`src/rtl/riscv_pkg.sv`:
```
// Shared RISC-V decode constants: opcodes, immediate formats and the
// occupancy states of the skid-buffered immediate generator.
package riscv_pkg;

    typedef logic [2:0] fmt_t;
    typedef logic [1:0] state_t;

    // Major opcodes (inst[6:0])
    localparam logic [6:0] OP_LUI    = 7'b0110111;
    localparam logic [6:0] OP_AUIPC  = 7'b0010111;
    localparam logic [6:0] OP_JAL    = 7'b1101111;
    localparam logic [6:0] OP_JALR   = 7'b1100111;
    localparam logic [6:0] OP_BRANCH = 7'b1100011;
    localparam logic [6:0] OP_LOAD   = 7'b0000011;
    localparam logic [6:0] OP_STORE  = 7'b0100011;
    localparam logic [6:0] OP_IMM    = 7'b0010011;
    localparam logic [6:0] OP_REG    = 7'b0110011;
    localparam logic [6:0] OP_FENCE  = 7'b0001111;
    localparam logic [6:0] OP_SYSTEM = 7'b1110011;

    // Instruction format encodings
    localparam fmt_t FMT_R   = 3'd0;
    localparam fmt_t FMT_I   = 3'd1;
    localparam fmt_t FMT_S   = 3'd2;
    localparam fmt_t FMT_B   = 3'd3;
    localparam fmt_t FMT_U   = 3'd4;
    localparam fmt_t FMT_J   = 3'd5;
    localparam fmt_t FMT_ILL = 3'd7;

    // Buffer occupancy states
    localparam state_t ST_EMPTY = 2'd0;
    localparam state_t ST_ONE   = 2'd1;
    localparam state_t ST_FULL  = 2'd2;

endpackage

```
`src/rtl/riscv_imm_decode.sv`:
```
// Combinational instruction-format classifier and immediate extractor.
// The immediate is assembled at 32 bits and sign-extended to XLEN.
import riscv_pkg::*;

module riscv_imm_decode #(
    parameter int XLEN = 32
) (
    input  logic [31:0]      inst,
    output logic [2:0]       fmt,
    output logic             illegal,
    output logic [XLEN-1:0]  imm
);

    logic signed [31:0] imm32;

    // Classify the opcode and gather the scattered immediate bits
    always_comb begin
        fmt     = FMT_ILL;
        illegal = 1'b1;
        imm32   = '0;
        if (inst[1:0] == 2'b11) begin
            case (inst[6:0])
                OP_LUI, OP_AUIPC: begin
                    fmt     = FMT_U;
                    illegal = 1'b0;
                    imm32   = {inst[31:12], 12'b0};
                end
                OP_JAL: begin
                    fmt     = FMT_J;
                    illegal = 1'b0;
                    imm32   = {{12{inst[31]}}, inst[19:12], inst[20], inst[30:21], 1'b0};
                end
                OP_JALR, OP_LOAD, OP_IMM, OP_FENCE, OP_SYSTEM: begin
                    fmt     = FMT_I;
                    illegal = 1'b0;
                    imm32   = {{20{inst[31]}}, inst[31:20]};
                end
                OP_STORE: begin
                    fmt     = FMT_S;
                    illegal = 1'b0;
                    imm32   = {{20{inst[31]}}, inst[31:25], inst[11:7]};
                end
                OP_BRANCH: begin
                    fmt     = FMT_B;
                    illegal = 1'b0;
                    imm32   = {{19{inst[31]}}, inst[31], inst[7], inst[30:25], inst[11:8], 1'b0};
                end
                OP_REG: begin
                    fmt     = FMT_R;
                    illegal = 1'b0;
                end
                default: ;
            endcase
        end
    end

    // Sign-extend from bit 31 (a no-op when XLEN is 32)
    assign imm = XLEN'(imm32);

endmodule

```
`src/rtl/riscv_imm_gen_pipe.sv`:
```
// Registered RISC-V immediate generator with a one-entry skid buffer.
// Stage 0 decodes the incoming instruction and forms pc+imm; stage 1 is the
// main/skid register pair that presents one entry per cycle downstream.
import riscv_pkg::*;

module riscv_imm_gen_pipe #(
    parameter int XLEN      = 32,
    parameter bit EN_TARGET = 1'b1
) (
    input  logic             clk,
    input  logic             rst,
    input  logic             flush,
    input  logic             in_valid,
    output logic             in_ready,
    input  logic [31:0]      in_inst,
    input  logic [XLEN-1:0]  in_pc,
    output logic             out_valid,
    input  logic             out_ready,
    output logic [XLEN-1:0]  out_imm,
    output logic [2:0]       out_fmt,
    output logic             out_illegal,
    output logic [XLEN-1:0]  out_target,
    output logic [31:0]      out_inst,
    output logic [XLEN-1:0]  out_pc
);

    // Entry layout: {inst, pc, imm, fmt, illegal, target}
    localparam int EW = 32 + XLEN + XLEN + 3 + 1 + XLEN;

    // ---- Stage 0: combinational decode of the presented instruction ----
    logic [2:0]              fmt_p0;
    logic                    ill_p0;
    logic signed [XLEN-1:0]  imm_p0;
    logic signed [XLEN-1:0]  tgt_p0;
    logic [EW-1:0]           ent_p0;

    riscv_imm_decode #(
        .XLEN (XLEN)
    ) u_decode (
        .inst    (in_inst),
        .fmt     (fmt_p0),
        .illegal (ill_p0),
        .imm     (imm_p0)
    );

    generate
        if (EN_TARGET) begin : g_target
            // Modulo-2^XLEN add; carry out is deliberately dropped
            assign tgt_p0 = $signed(in_pc) + imm_p0;
        end else begin : g_no_target
            assign tgt_p0 = '0;
        end
    endgenerate

    assign ent_p0 = {in_inst, in_pc, imm_p0, fmt_p0, ill_p0, tgt_p0};

    // ---- Stage 1: main/skid storage and occupancy control ----
    state_t          state_p1;
    logic [EW-1:0]   main_p1;
    logic [EW-1:0]   skid_p1;
    logic            vld_p1;
    logic            in_fire;
    logic            out_fire;
    logic            load_main_new;
    logic            load_main_skid;
    logic            load_skid;

    // in_ready depends only on the state register, never on out_ready
    assign in_ready = (state_p1 != ST_FULL);
    assign vld_p1   = (state_p1 == ST_ONE) || (state_p1 == ST_FULL);

    assign in_fire  = in_valid && in_ready;
    assign out_fire = vld_p1 && out_ready;

    // Main takes the new entry when empty or when it drains in the same cycle
    assign load_main_new  = in_fire && ((state_p1 == ST_EMPTY) || out_fire);
    assign load_main_skid = out_fire && (state_p1 == ST_FULL);
    assign load_skid      = in_fire && !out_fire && (state_p1 == ST_ONE);

    // Occupancy state; flush overrides every handshake
    always_ff @(posedge clk or posedge rst) begin
        if (rst) begin
            state_p1 <= ST_EMPTY;
        end else if (flush) begin
            state_p1 <= ST_EMPTY;
        end else begin
            case (state_p1)
                ST_EMPTY: if (in_fire) state_p1 <= ST_ONE;
                ST_ONE: begin
                    if (in_fire && !out_fire)      state_p1 <= ST_FULL;
                    else if (!in_fire && out_fire) state_p1 <= ST_EMPTY;
                end
                ST_FULL:  if (out_fire) state_p1 <= ST_ONE;
                default:  state_p1 <= ST_EMPTY;
            endcase
        end
    end

    // Entry registers; cleared on reset so outputs read zero while empty
    always_ff @(posedge clk or posedge rst) begin
        if (rst) begin
            main_p1 <= '0;
            skid_p1 <= '0;
        end else if (!flush) begin
            if (load_main_new)       main_p1 <= ent_p0;
            else if (load_main_skid) main_p1 <= skid_p1;
            if (load_skid)           skid_p1 <= ent_p0;
        end
    end

    assign out_valid = vld_p1;
    assign {out_inst, out_pc, out_imm, out_fmt, out_illegal, out_target} = main_p1;

endmodule

```
`config.mk`:
```
export PLATFORM = sky130hd
export DESIGN_NAME = riscv_imm_gen_pipe
export DESIGN_NICKNAME = d
export VERILOG_FILES = /design/src/rtl/riscv_pkg.sv /design/src/rtl/riscv_imm_decode.sv /design/src/rtl/riscv_imm_gen_pipe.sv
export SDC_FILE = /design/constraint.sdc
export NUM_CORES = 1
export LEC_CHECK = 0
export ABC_AREA = 1
export CAP_MARGIN = 20
export CORE_MARGIN = 1
export CORE_UTILIZATION = 67
export DETAILED_ROUTE_END_ITERATION = 8
export DONT_BUFFER_PORTS = 1
export HOLD_SLACK_MARGIN = 0.12
export PLACE_DENSITY = 0.84
export SYNTH_ARGS = -nofsm -noshare
export SYNTH_HDL_FRONTEND = slang
export SYNTH_HIERARCHICAL = 1
export SYNTH_SLANG_ARGS = --single-unit
```
`constraint.sdc`:
```
create_clock -name clk -period 17.7 [get_ports clk]
set_clock_uncertainty 0.05 [all_clocks]
set_input_delay 2.655 -clock clk [delete_from_list [all_inputs] [get_ports clk]]
set_output_delay 2.655 -clock clk [all_outputs]
set_load 0.01 [all_outputs]
```
Word level (Yosys, flattened, before mapping)
Index checks and enable logic that the tools add are counted.
{"block": "word_totals", "elab_cells": 56, "out_inout_bits": 134, "in_bits": 69, "reg_bits": 266}
{"block": "op_classes", "reduce_logical": 19, "n_mux": 14, "bitwise": 1, "eq_ne": 18, "add_sub_neg": 1}
{"op": "two-way mux 132 bit", "count": 2}
{"op": "case mux 32 bit (5 select lines)", "count": 1}
{"op": "adder 32 bit", "count": 1}
{"op": "two-way mux 32 bit", "count": 1}
{"op": "== test 7 bit, second input constant", "count": 4}
{"op": "== test 7 x 6 -> 1 bit, second input constant", "count": 3}
{"op": "case mux 3 bit (6 select lines)", "count": 1}
{"op": "== test 7 x 5 -> 1 bit, second input constant", "count": 2}
{"op": "OR reduction 11 bit", "count": 1}
{"op": "two-way mux 2 bit", "count": 5}
{"op": "== test 7 x 2 -> 1 bit, second input constant", "count": 1}
{"op": "== test 7 x 4 -> 1 bit, second input constant", "count": 1}
{"op": "logical AND 1 bit", "count": 7}
{"op": "inequality test 3 bit, second input constant", "count": 2}
{"op": "case mux 2 bit (3 select lines)", "count": 1}
{"op": "OR reduction 5 bit", "count": 1}
{"op": "== test 2 bit, second input constant", "count": 2}
{"op": "inequality test 4 x 3 -> 1 bit, second input constant", "count": 1}
{"op": "AND reduction 2 bit", "count": 2}
{"op": "two-way mux 3 bit", "count": 1}
{"op": "AND reduction 3 bit", "count": 1}
{"op": "== test 2 x 1 -> 1 bit, second input constant", "count": 1}
{"op": "zero test 1 bit", "count": 2}
{"op": "zero test 2 bit", "count": 1}
{"op": "6 further kinds", "count": 8}

Longest topological paths before layout
{"block": "depth", "depth_word": 8, "depth_mapped": 23, "depth_no_buf": 22}

Hierarchy
Netlist, hierarchy kept.
{"mod": "riscv_imm_gen_pipe", "cells_each": 1820, "seq_area_each_um2": 6656.4, "instances": 1, "area_per_inst_um2": 13426.6}
{"mod": "riscv_imm_decode", "cells_each": 137, "seq_area_each_um2": 0.0, "instances": 1, "area_per_inst_um2": 665.6}

Least setup slack after synthesis
Ideal clock, no wire load.
{"block": "synth_path", "kind": "input to register", "start": "input in_inst[1]", "end": "register main_p1[24]", "cell_stages": 22, "arrival_ns": 4.828, "path_slack_ns": 12.705, "path_buffers": 0, "required_time_ns": 17.534, "cell_sequence": "nand2_2 inv_1 nand2_2 nor2_1 nor2_1 nand3_2 nand2_1 nand2_1 ha_1 fa_1 nand3_1 nand3_1 nand2_1 nand2_1 nand2_1 nand2_1 nand2_1 nand2_1 nand2_1 nand3_1 nand2_1 nand2_1"}
{"block": "synth_via", "elab_chain_cells": 6, "elab_cells_between_ends": 17}
{"element": "start: declaration", "line_no": "riscv_imm_gen_pipe.sv:15", "text": "input logic [31:0] in_inst,"}
{"element": "== test 7 bit, or another cell as far along", "line_no": "riscv_imm_decode.sv:22", "text": "case (inst[6:0])"}
{"element": "OR reduction 5 bit / OR reduction 2 bit (equally long branches)", "line_no": "riscv_imm_decode.sv:22"}
{"element": "case mux 32 bit (5 select lines)", "line_no": "riscv_imm_decode.sv:22"}
{"element": "two-way mux 32 bit *", "line_no": "riscv_imm_decode.sv:21", "text": "if (inst[1:0] == 2'b11) begin"}
{"element": "via imm_p0[0]", "line_no": "riscv_imm_gen_pipe.sv:33", "text": "logic signed [XLEN-1:0] imm_p0;"}
{"element": "adder 32 bit *", "line_no": "riscv_imm_gen_pipe.sv:49", "text": "assign tgt_p0 = $signed(in_pc) + imm_p0;"}
{"element": "two-way mux 132 bit *", "line_no": "riscv_imm_gen_pipe.sv:105", "text": "if (load_main_new) main_p1 <= ent_p0;"}
{"element": "end signal: assignment", "line_no": "riscv_imm_gen_pipe.sv:105"}
{"element": "end signal: assignment", "line_no": "riscv_imm_gen_pipe.sv:106", "text": "else if (load_main_skid) main_p1 <= skid_p1;"}
{"element": "end: declaration", "line_no": "riscv_imm_gen_pipe.sv:59", "text": "logic [EW-1:0] main_p1;"}
The timed path passes the listed nets; every way through them passes the cells marked *.
A chain may end at the register's enable or synchronous reset.

Worst setup path after layout
Same ends and word-level chain as after synthesis.

==> results.sh <==
export IMPL_status="completed"
export IMPL_layout_drive_gt1_share=0.0482
export IMPL_placementRows=52
export IMPL_syn_inst=1957
export IMPL_setup_worst_path_end_class="flop"
export IMPL_ys_seq_area_frac=0.472
export IMPL_initial_core_util=0.690
export IMPL_dieWidth_um=147
export IMPL_cts_buffer_depth=3
export IMPL_avgSynthCellArea_um2=7.20
export IMPL_fmax_ghz=0.196
export IMPL_p_total_mw=2.39
export IMPL_synth_cell_types=34
export IMPL_overflow=0
export IMPL_path_class="primary input to flop"
export IMPL_cts_buffers=28
export IMPL_ir_drop_v=0.000137
export IMPL_clockPowerShare=0.254
export IMPL_p_sw_uw=925
export IMPL_clkLatencyLatePin_ns=0.54
export IMPL_post_place_ws_ns=12.10
export IMPL_vias=12500
export IMPL_r2r_start="state_p1[1]$_DFFE_PP0P_"
export IMPL_antenna_found_initial=0
export IMPL_setup_slack_ns=12.59
export IMPL_power_leakage_nw=7.98
export IMPL_cp_required_ns=18.09
export IMPL_first_global_vias=11800
export IMPL_finalCritPeriodShare=0.289
export IMPL_finalWeightedCongestion=0.986
export IMPL_sw_frac_of_total=0.387
export IMPL_fin_setup_tns_ns=0
export IMPL_coreArea_um2=20400
export IMPL_grt_total_usage=0.364
export IMPL_cts_root_buf="clkbuf_16"
export IMPL_syn_nets=2062
export IMPL_power_share_sequential=0.480
export IMPL_critPathArrivalTime_ns=5.50
export IMPL_die_y_um=147
export IMPL_register_area_um2=6660
export IMPL_power_density_nw_per_um2=158
export IMPL_rrSetupSlack_ns=13.88
export IMPL_setup_viol=0
export IMPL_dr_pass1_iters=5
export IMPL_crit_path_end="main_p1[24]$_DFFE_PP0P_"
export IMPL_ant_nets=0
export IMPL_syn_to_final_growth_pct=7.23
export IMPL_startpoint="in_inst[1]"
export IMPL_fin_nets=2014
export IMPL_cts_setup_buffers=0
export IMPL_clk_pin_slew_ns=0.06
export IMPL_dr_first_iter_drc_count=1102
export IMPL_ys_warn_count=6
export IMPL_fillers=1574
export IMPL_dp_hpwl_um=26400
export IMPL_io_buffer_count=0
export IMPL_multiInputGateArea_um2=6480
export IMPL_drt_total_wl_um=38800
export IMPL_min_delay_path_class="flop to flop"
export IMPL_worst_pin_slew_ns=1.01
export IMPL_internal_power_mw=1.47
export IMPL_grt_max_degree=217
export IMPL_htree_levels=1
export IMPL_hold_buffers=0
export IMPL_die_area_um2=21600
export IMPL_fin_hold_ws_ns=0.420
export IMPL_synth_top_area_frac=0.472
export IMPL_period_minus_slack_ns=5.11
export IMPL_ys_seq_elements=266
export IMPL_power_frac_comb=0.266
export IMPL_cap_violations=0
export IMPL_synth_top_area_cell="dfrtp_1"
export IMPL_cts_resized=0
export IMPL_critical_path_max_fanout=7
export IMPL_slew_headroom=0.328
export IMPL_cts_tree="yes"
export IMPL_finalHoldViolCount=0
export IMPL_grt_setup_unrepaired="no"
export IMPL_synth_area_leaders="dfrtp_1 (47%), nand2_1 (25%), nor2_1 (5.0%)"
export IMPL_vias_per_cell=5.71
export IMPL_diodes=0
export IMPL_cp_start_kind="primary input"
export IMPL_cts_num_sinks=266
export IMPL_route_detailed_drc=0
export IMPL_grt_pass1_wl_um=62100
export IMPL_r2r_end="main_p1[90]$_DFFE_PP0P_"
export IMPL_ios=203
export IMPL_synth_cell_area_um2=14100
export IMPL_wl_per_cell_um=17.6
export IMPL_slew_viol_final=0
export IMPL_reg2reg_depth=10
[synthesized netlist by cell type, drive strengths merged]
cell    count
buf        42
a21o        3
xnor2      13
o21bai      1
o21a        4
o211ai      2
xor2        3
fa          1
a21oi      40
nor3        7
inv       155
o31ai       1
dfrtp     266
nand2     937
o21ai      38
nand3      63
a31oi     107
clkbuf     44
nor2      193
nand3b      2
ha         35
[cell families (layout without fill, tap and decap cells)]
kind of cell,Yosys count,after routing,synth area share
AO/OA/AOI/OAI,196,196,0.0832
XOR/XNOR,16,16,0.00994
adder cells (fa/ha/maj),36,36,0.0325
buffers and inverters,241,212,0.0691
flip-flops,266,266,0.472
AND/OR/NAND/NOR,1202,1202,0.333
[worst min path at each step]
stage	start	slack, ns	end	cells after the start
after global placement	skid_p1[50]$_DFFE_PP0P_	0.40	skid_p1[50]$_DFFE_PP0P_	2
final	skid_p1[88]$_DFFE_PP0P_	0.42	skid_p1[88]$_DFFE_PP0P_	2
after floorplan	skid_p1[0]$_DFFE_PP0P_	0.39	skid_p1[0]$_DFFE_PP0P_	2
after detailed placement	skid_p1[40]$_DFFE_PP0P_	0.41	skid_p1[40]$_DFFE_PP0P_	2
after CTS	skid_p1[55]$_DFFE_PP0P_	0.42	skid_p1[55]$_DFFE_PP0P_	2
after global routing	skid_p1[81]$_DFFE_PP0P_	0.44	skid_p1[81]$_DFFE_PP0P_	2
[power groups by stage]
| stage | Sequential, mW | Clock [mW] | Combinational (mW) |
|---|---|---|---|
| floorplan | 1.08 | 0 | 0.514 |
| global placement | 1.14 | 0 | 0.595 |
| detailed placement | 1.15 | 0 | 0.627 |
| CTS | 1.14 | 0.613 | 0.633 |
| global route | 1.18 | 0.632 | 0.729 |
| finish | 1.15 | 0.608 | 0.635 |
[flip-flops by register name (all words and copies together), names as in the netlist]
signal and flops:
main_p1 132, skid_p1 132, state_p1 2
[per-stage QoR]
stage / instances / utilization / instance area, um^2
floorplan: 1957 / - / 14100
global placement: 2149 / 0.693 / 14200
detailed placement: 2149 / 0.693 / 14200
CTS: 2198 / 0.740 / 15100
global route: 2198 / 0.740 / 15100
finish: 2198 / 0.740 / 15100
[placed cells by master, fill, tap and decap left out, drive strengths merged, types with 35 or more instances in the layout]
cell type and count:
nand2 937, nand3 63, dfrtp 266, a21oi 40, a31oi 107, inv 155
o21ai 38, clkbuf 37, ha 35, nor2 193
[final cells by class]
| type | instances | area share |
|---|---|---|
| multi-input cells | 1450 | 0.429 |
| clock buffers | 37 | 0.0540 |
| inverters | 155 | 0.0393 |
| clock inverters | 12 | 0.00936 |
| repair buffers | 8 | 0.00563 |
| well taps | 270 | 0.0224 |
| flip-flops and latches | 266 | 0.441 |
[metal layers]
layer  share of wire  track usage
met5               0            0
met4           0.037        0.132
met3            0.10        0.102
met2            0.46        0.574
met1            0.41        0.484
[worst max-delay path, cell delays in order]
cell and delay [ns]:
nand2_2 0.16, inv_1 0.09, nand2_2 0.11, nor2_1 0.06, nor2_1 0.14, nand3_2 0.17
nand2_1 0.10, nand2_1 0.10, ha_1 0.27, fa_1 0.48, nand3_1 0.12, nand3_1 0.17
nand2_1 0.10, nand2_1 0.10, nand2_1 0.09, nand2_1 0.09, nand2_1 0.13, nand2_1 0.07
nand2_1 0.08, nand3_1 0.07, nand2_1 0.09, nand2_1 0.05
Note: power is estimated with default switching activity, not from simulation.
